File: config.mk
export PLATFORM = sky130hd
export DESIGN_NAME = lectura_registros_bus
export DESIGN_NICKNAME = d
export VERILOG_FILES = /design/src/rtl/lectura_registros_bus.sv
export SDC_FILE = /design/constraint.sdc
export NUM_CORES = 1
export LEC_CHECK = 0
export CAP_MARGIN = 20
export CORE_AREA = 5 5 160 162
export DETAILED_ROUTE_END_ITERATION = 6
export DIE_AREA = 0 0 165 167
export HOLD_SLACK_MARGIN = 0.06
export PLACE_DENSITY = 0.66
export SETUP_SLACK_MARGIN = 0.1
export SLEW_MARGIN = 20
export SYNTH_ARGS = -nofsm -noshare
export SYNTH_HDL_FRONTEND = slang
export SYNTH_SLANG_ARGS = --single-unit
File: constraint.sdc
create_clock -name Clk -period 2.65 [get_ports Clk]
set_clock_uncertainty 0.1 [all_clocks]
set_input_delay 0.53 -clock Clk [delete_from_list [all_inputs] [get_ports Clk]]
set_output_delay 0.53 -clock Clk [all_outputs]
set_load 0.05 [all_outputs]
File: src/rtl/lectura_registros_bus.sv
// Read-side responder for the neural-network register window: two-stage pipeline
// (address capture, then decode/mux) with a clear-on-read sticky Done flag.
module lectura_registros_bus #(
  parameter int unsigned DATA_W  = 16,
  parameter int unsigned N_COEFF = 20,
  parameter logic [11:0] BASE    = 12'h800
) (
  input  logic                        Clk,
  input  logic                        Reset,
  input  logic [11:0]                 Address,
  input  logic                        Read,
  input  logic [N_COEFF*DATA_W-1:0]   Coeffs,
  input  logic [DATA_W-1:0]           Offset,
  input  logic [DATA_W-1:0]           Entrada,
  input  logic [DATA_W-1:0]           Salida,
  input  logic                        Busy,
  input  logic                        DonePulse,
  output logic [31:0]                 ReadData,
  output logic                        ReadValid,
  output logic                        ReadError
);

  localparam logic [31:0] BASE_EXT = {20'b0, BASE};
  localparam logic [31:0] LAST_EXT = BASE_EXT + 32'(4 * N_COEFF + 12);
  localparam logic [31:0] IDX_OFF  = 32'(N_COEFF);
  localparam logic [31:0] IDX_ENT  = 32'(N_COEFF + 1);
  localparam logic [31:0] IDX_STA  = 32'(N_COEFF + 2);
  localparam logic [31:0] IDX_SAL  = 32'(N_COEFF + 3);

  logic [11:0] addr_q;
  logic        vld_q;
  logic [31:0] rdata_q, rdata_d;
  logic        rerr_q, rerr_d;
  logic        rvalid_q;
  logic        done_q, done_d;

  logic [31:0] addr_ext, word_idx;
  logic        in_range, status_hit;

  function automatic logic [31:0] sext(input logic [DATA_W-1:0] v);
    return 32'(signed'(v));
  endfunction

  always_comb begin
    addr_ext   = {20'b0, addr_q};
    word_idx   = (addr_ext - BASE_EXT) >> 2;
    in_range   = (addr_ext >= BASE_EXT) && (addr_ext <= LAST_EXT) && (addr_q[1:0] == 2'b00);
    status_hit = vld_q && in_range && (word_idx == IDX_STA);

    rdata_d = rdata_q;
    rerr_d  = rerr_q;
    if (vld_q) begin
      rdata_d = '0;
      rerr_d  = !in_range;
      if (in_range) begin
        for (int unsigned i = 0; i < N_COEFF; i++) begin
          if (word_idx == 32'(i)) rdata_d = sext(Coeffs[i*DATA_W +: DATA_W]);
        end
        if (word_idx == IDX_OFF) rdata_d = sext(Offset);
        if (word_idx == IDX_ENT) rdata_d = sext(Entrada);
        if (word_idx == IDX_STA) rdata_d = {30'b0, done_q | DonePulse, Busy};
        if (word_idx == IDX_SAL) rdata_d = sext(Salida);
      end
    end

    // A pulse coincident with a status decode is reported by that read and not retained.
    done_d = done_q | DonePulse;
    if (status_hit) done_d = 1'b0;
  end

  always_ff @(posedge Clk or posedge Reset) begin
    if (Reset) begin
      addr_q   <= '0;
      vld_q    <= 1'b0;
      rdata_q  <= '0;
      rerr_q   <= 1'b0;
      rvalid_q <= 1'b0;
      done_q   <= 1'b0;
    end else begin
      vld_q    <= Read;
      if (Read) addr_q <= Address;
      rdata_q  <= rdata_d;
      rerr_q   <= rerr_d;
      rvalid_q <= vld_q;
      done_q   <= done_d;
    end
  end

  assign ReadData  = rdata_q;
  assign ReadValid = rvalid_q;
  assign ReadError = rerr_q;

endmodule
# ---- Word level (Yosys, flattened, before mapping)
# Index checks and enable logic that the tools add are counted.
dict set report classes {
  add_sub_neg 1
  magnitude_cmp 2
  n_eq_ne 23
  n_mux 26
  n_bitwise 1
  reduce_logical 7
}
# cell n
set ops {}
lappend ops {{32-bit 2-to-1 mux} 25}
lappend ops {{30-bit by 4-bit == test with 1-bit output, second input constant} 8}
lappend ops {{30-bit by 5-bit == test with 1-bit output, second input constant} 8}
lappend ops {{30-bit by 3-bit == test with 1-bit output, second input constant} 4}
lappend ops {{30-bit by 2-bit == test with 1-bit output, second input constant} 2}
lappend ops {{32-bit zero test} 1}
lappend ops {{30-bit by 1-bit == test with 1-bit output, second input constant} 1}
lappend ops {{12-bit by 12-bit subtractor with 13-bit output, second input constant} 1}
lappend ops {{12-bit greater-or-equal comparator, second input constant} 1}
lappend ops {{12-bit less-or-equal comparator, second input constant} 1}
lappend ops {{1-bit logical AND} 4}
lappend ops {{2-bit zero test} 1}
lappend ops {{1-bit zero test} 1}
lappend ops {{1-bit 2-to-1 mux} 1}
lappend ops {{1-bit OR} 1}
dict set report totals {
  regBits 48
  in_bits 385
  output_inout_bits 34
  wordCells 66
}

# ---- Logic depth before layout (Yosys ltp)
dict set report depth {
  depth_word 27
  mapped_depth 10
  depth_no_buf 6
}

# ---- Least setup slack after synthesis
# OpenSTA, ideal clock, no wires.
dict set report synth_path {
  kind {register -> register}
  start {register addr_q[8]}
  end {register rdata_q[3], in the netlist ReadData[3]}
  setup_time_ns 0.124
  t_arrival_ns 2.064
  t_required_ns 2.426
  path_slack_ns 0.362
  stages_incl_launch_ff 9
  synth_period_minus_slack_ns 2.288
  path_cell_list {dfrtp_1 > or4_1 > buf_6 > buf_6 > nor2_4 > nand2_1 > o211ai_1 > a211oi_2 > o31a_1}
}
dict set report synth_via {
  elab_chain_len 27
}
# element line
set synth_rtl {}
lappend synth_rtl {{start: declaration} 30} ;# logic [11:0] addr_q;
lappend synth_rtl {{start signal: assignment} 81} ;# if (Read) addr_q <= Address;
lappend synth_rtl {{12-bit by 12-bit subtractor with 13-bit output} 46} ;# word_idx = (addr_ext - BASE_EXT) >> 2;
lappend synth_rtl {{32-bit zero test} 57} ;# if (word_idx == 32'(i)) rdata_d = sext(Coeffs[i*DATA_W +: DATA_W]);
lappend synth_rtl {{32-bit 2-to-1 mux (20 in series)} 57}
lappend synth_rtl {{32-bit 2-to-1 mux} 59} ;# if (word_idx == IDX_OFF) rdata_d = sext(Offset);
lappend synth_rtl {{32-bit 2-to-1 mux} 60} ;# if (word_idx == IDX_ENT) rdata_d = sext(Entrada);
lappend synth_rtl {{32-bit 2-to-1 mux} 61} ;# if (word_idx == IDX_STA) rdata_d = {30'b0, done_q | DonePulse, Busy};
lappend synth_rtl {{32-bit 2-to-1 mux} 62} ;# if (word_idx == IDX_SAL) rdata_d = sext(Salida);
lappend synth_rtl {{32-bit 2-to-1 mux *} 55} ;# if (in_range) begin
lappend synth_rtl {{end signal: assignment} 82} ;# rdata_q <= rdata_d;
lappend synth_rtl {{end: declaration} 32} ;# logic [31:0] rdata_q, rdata_d;
# Mark *: on every way between the ends. The rest lies on a longest branch, timed or not.
# A chain may end at the register's enable or synchronous reset.

# ---- Worst setup path after layout
dict set report layout_path {
  start {register addr_q[2]}
  end {register rdata_q[30], in the netlist ReadData[30]}
}
# Same word-level chain as after synthesis.

==> out/qor.txt <==
Status: complete, no violations
Hold/Removal Path Class: register to register
Clk_lat worst skew: 0.28 ns
Layout cells sized above 1: 0.176
Largest delay contributor family on the critical path: compound AO/OA/AOI/OAI gates
Post-Syn Instances: 747
RR Startpoint: addr_q[2]
Routed wire length: 43700 um
Post-Syn Nets: 1132
# DRC: 0
Tightest Pin Transition: 0.750 ns
Total die area: 27600 um^2
R2r setup slk: 0.14 ns
Average wire per standard cell: 28.2 um
Vias in the first global route: 8934
WP data arrival: 2.63 ns
Worst slew margin: 0.500
Clk slew on worst S/H paths: 0.06 ns
Crit path time final: 2.51 ns
Worst Path Buf+Inv: 3
1st-pass router iterations: 5
Htree depth: 2
Highest Clock Rate: 0.398 GHz
Crit path cell chain: buf_12 -> nand4bb_1 -> buf_4 -> a211oi_1 -> a221oi_1 -> a21oi_1 -> buf_4 -> o21a_1
Kind of critical path: register to register
Post-synthesis sequential area ratio: 0.147
Commonest cells after routing, fill and taps aside: 417 x clkdlybuf4s50_1, 127 x buf_4, 56 x nor2_1
Syn_area_per_cell: 7.28 um^2
First-pass GRT wire length: 59800 um
Area growth syn-to-layout: 105%
Nets: 1608
Post-DP HPWL: 36100 um
Synthesized area: 5440 um^2
CP startpoint: addr_q[2]
Crit end category: register
Initial antenna violation count: 5
Leakage: 4.08 nW
Vias: 8771
Synth async-reset ratio: 1.00
GR Overflow Total: 0
Core Area: 24000 um^2
Final setup fails: 0
Ys flop type: dfrtp_1
Tot GR Track Use: 0.296
Ports: 419
Power Density: 250 nW/um^2
Clk root buf: clkbuf_16
Post-synth EDFFs: 0
Crit Path Max Fanout: 12
CTS tree: done
Die span in x: 165 um
# rows: 57
CTS Buffer Depth: 2
Maximum vdd drop: 302 uV
Most common cell after layout, fill and taps aside: clkdlybuf4s50_1
Inserted Clock Buffers: 5
FF+latch count, synth: 32
Most frequent CP cell: buf_4
Fin crit share: 0.947
Clock sink count: 32
Max stage delay cell, worst path: nand4bb_1
DRT iter0 DRCs: 773
Largest net degree at the start of global routing: 32
Power, Total: 2.78 mW
Antenna-violating nets left: 0
Final Hold Viols: 0
Number of port buffers: 418
Cell variety after synth: 82
Final Max Slew Viols: 0
Initial core utilization: 0.227
GP Congestion: 0.919
Yosys warns: 0
Hold WS: 0.415 ns
HP Start: ReadError
Post-CTS Hold Buffers: 0
Vias per cell: 5.66
Worst setup SP type: register
Crit path largest cell delay: 0.48 ns
Reported max-cap violation count: 0
Die height: 167 um
Worst Path Required: 2.77 ns
RSZ-0062 raised after global routing: true
==> through the flow <==
stage	TNS (ns)	cell area, um^2	instances	utilization	setup slack, ns
CTS	0	11000	1538	0.458	0.0700
finish	0	11100	1551	0.465	0.140
global placement	-0.164	10800	1530	0.450	-0.164
global route	0	11100	1551	0.465	0.0690
floorplan	0	5440	747	-	0.362
detailed placement	-0.191	10800	1530	0.450	-0.191
==> per-layer routing <==
metal	vias up	track usage	wire length, um
met2	569	0.488	20500
met4	4	0.101	1760
li1	3902	-	-
met1	4191	0.377	17200
met5	-	0	33
met3	105	0.0677	4210
==> cells in the mapped netlist (all sizes together) (3+ instances only) <==
master	count	area share
a32o	3	0.0055
a221oi	13	0.021
nor3	26	0.034
o32ai	3	0.0048
mux2	21	0.043
and3	3	0.0035
a311oi	4	0.0064
a22o	10	0.016
a211oi	10	0.015
a2111oi	6	0.0097
o22ai	30	0.035
inv	11	0.0076
a21oi	43	0.040
nand3	31	0.029
o2bb2ai	6	0.0097
a31oi	9	0.010
o211ai	9	0.012
nor4bb	4	0.0074
mux2i	16	0.029
nand4	12	0.014
o21a	10	0.014
o21ai	58	0.053
and2	6	0.0069
o31ai	6	0.0092
o2111ai	10	0.016
and4	3	0.0048
nor2b	17	0.020
a32oi	7	0.011
buf	56	0.061
nand2b	8	0.0092
o221ai	9	0.015
dfrtp	32	0.15
nor2	60	0.046
nor4b	3	0.0087
clkbuf	36	0.025
a222oi	7	0.013
a21o	12	0.017
a22oi	30	0.041
or3	3	0.0035
nand2	56	0.039
nand3b	3	0.0041
mux4	4	0.017
nor4	8	0.010
==> worst paths after layout <==
check | cells after the start | end
max | 8 | ReadData[30]
min | 2 | ReadError
max reg2reg | 8 | ReadData[30]
min reg2reg | 2 | ReadError
max in group asynchronous | 3 | ReadData[14]
min in group asynchronous | 2 | addr_q[1]
==> power breakdown <==
group / internal (mW) / leakage (nW) / total [mW] / switching [mW]
registers: 0.510 / 0.404 / 0.539 / 0.0293
clock network: 0.443 / 0.0809 / 0.681 / 0.238
logic: 0.868 / 3.60 / 1.56 / 0.695
==> cell families (layout without fill, tap and decap cells) <==
group	after synthesis	after routing	synth area share
muxes	41	41	0.0895
and+or+nand+nor	256	256	0.262
AOI/OAI and AO/OA	314	314	0.407
buffers and inverters	104	581	0.0944
DFF	32	32	0.147
other	0	3	0
==> worst register-to-register path: cells and delay by family (launching register included) <==
| family | cells | cell delay, ns |
|---|---|---|
| AO/OA/AOI/OAI | 4 | 0.73 |
| AND/OR/NAND/NOR | 1 | 0.49 |
| flip-flops | 1 | 0.46 |
| buffers and inverters | 3 | 0.69 |
==> state kept, by name, summed over array words and instances (netlist names) <==
| name | flops |
|---|---|
| vld_q | 1 |
| ReadValid | 1 |
| addr_q | 12 |
| done_q | 1 |
| ReadData | 16 |
| ReadError | 1 |
==> what timing repair did <==
item | 4_1_cts | 5_1_grt
pin swaps | 1 | 8
resized for setup | 7 | 16
endpoints found under the setup margin | 5 | 14
setup buffers | 0 | 9
cloned | 0 | 1
==> cell type report <==
class | count | area, um^2
tap | 324 | 405
clock buffer | 6 | 129
timing repair buffer | 561 | 5460
sequential | 32 | 806
fill | 2483 | 12800
multi-input combinational | 611 | 4250
inverter | 12 | 45.0
antenna | 3 | 7.51
clock inverter | 2 | 35.0
Power figures use the tool's default switching activity.
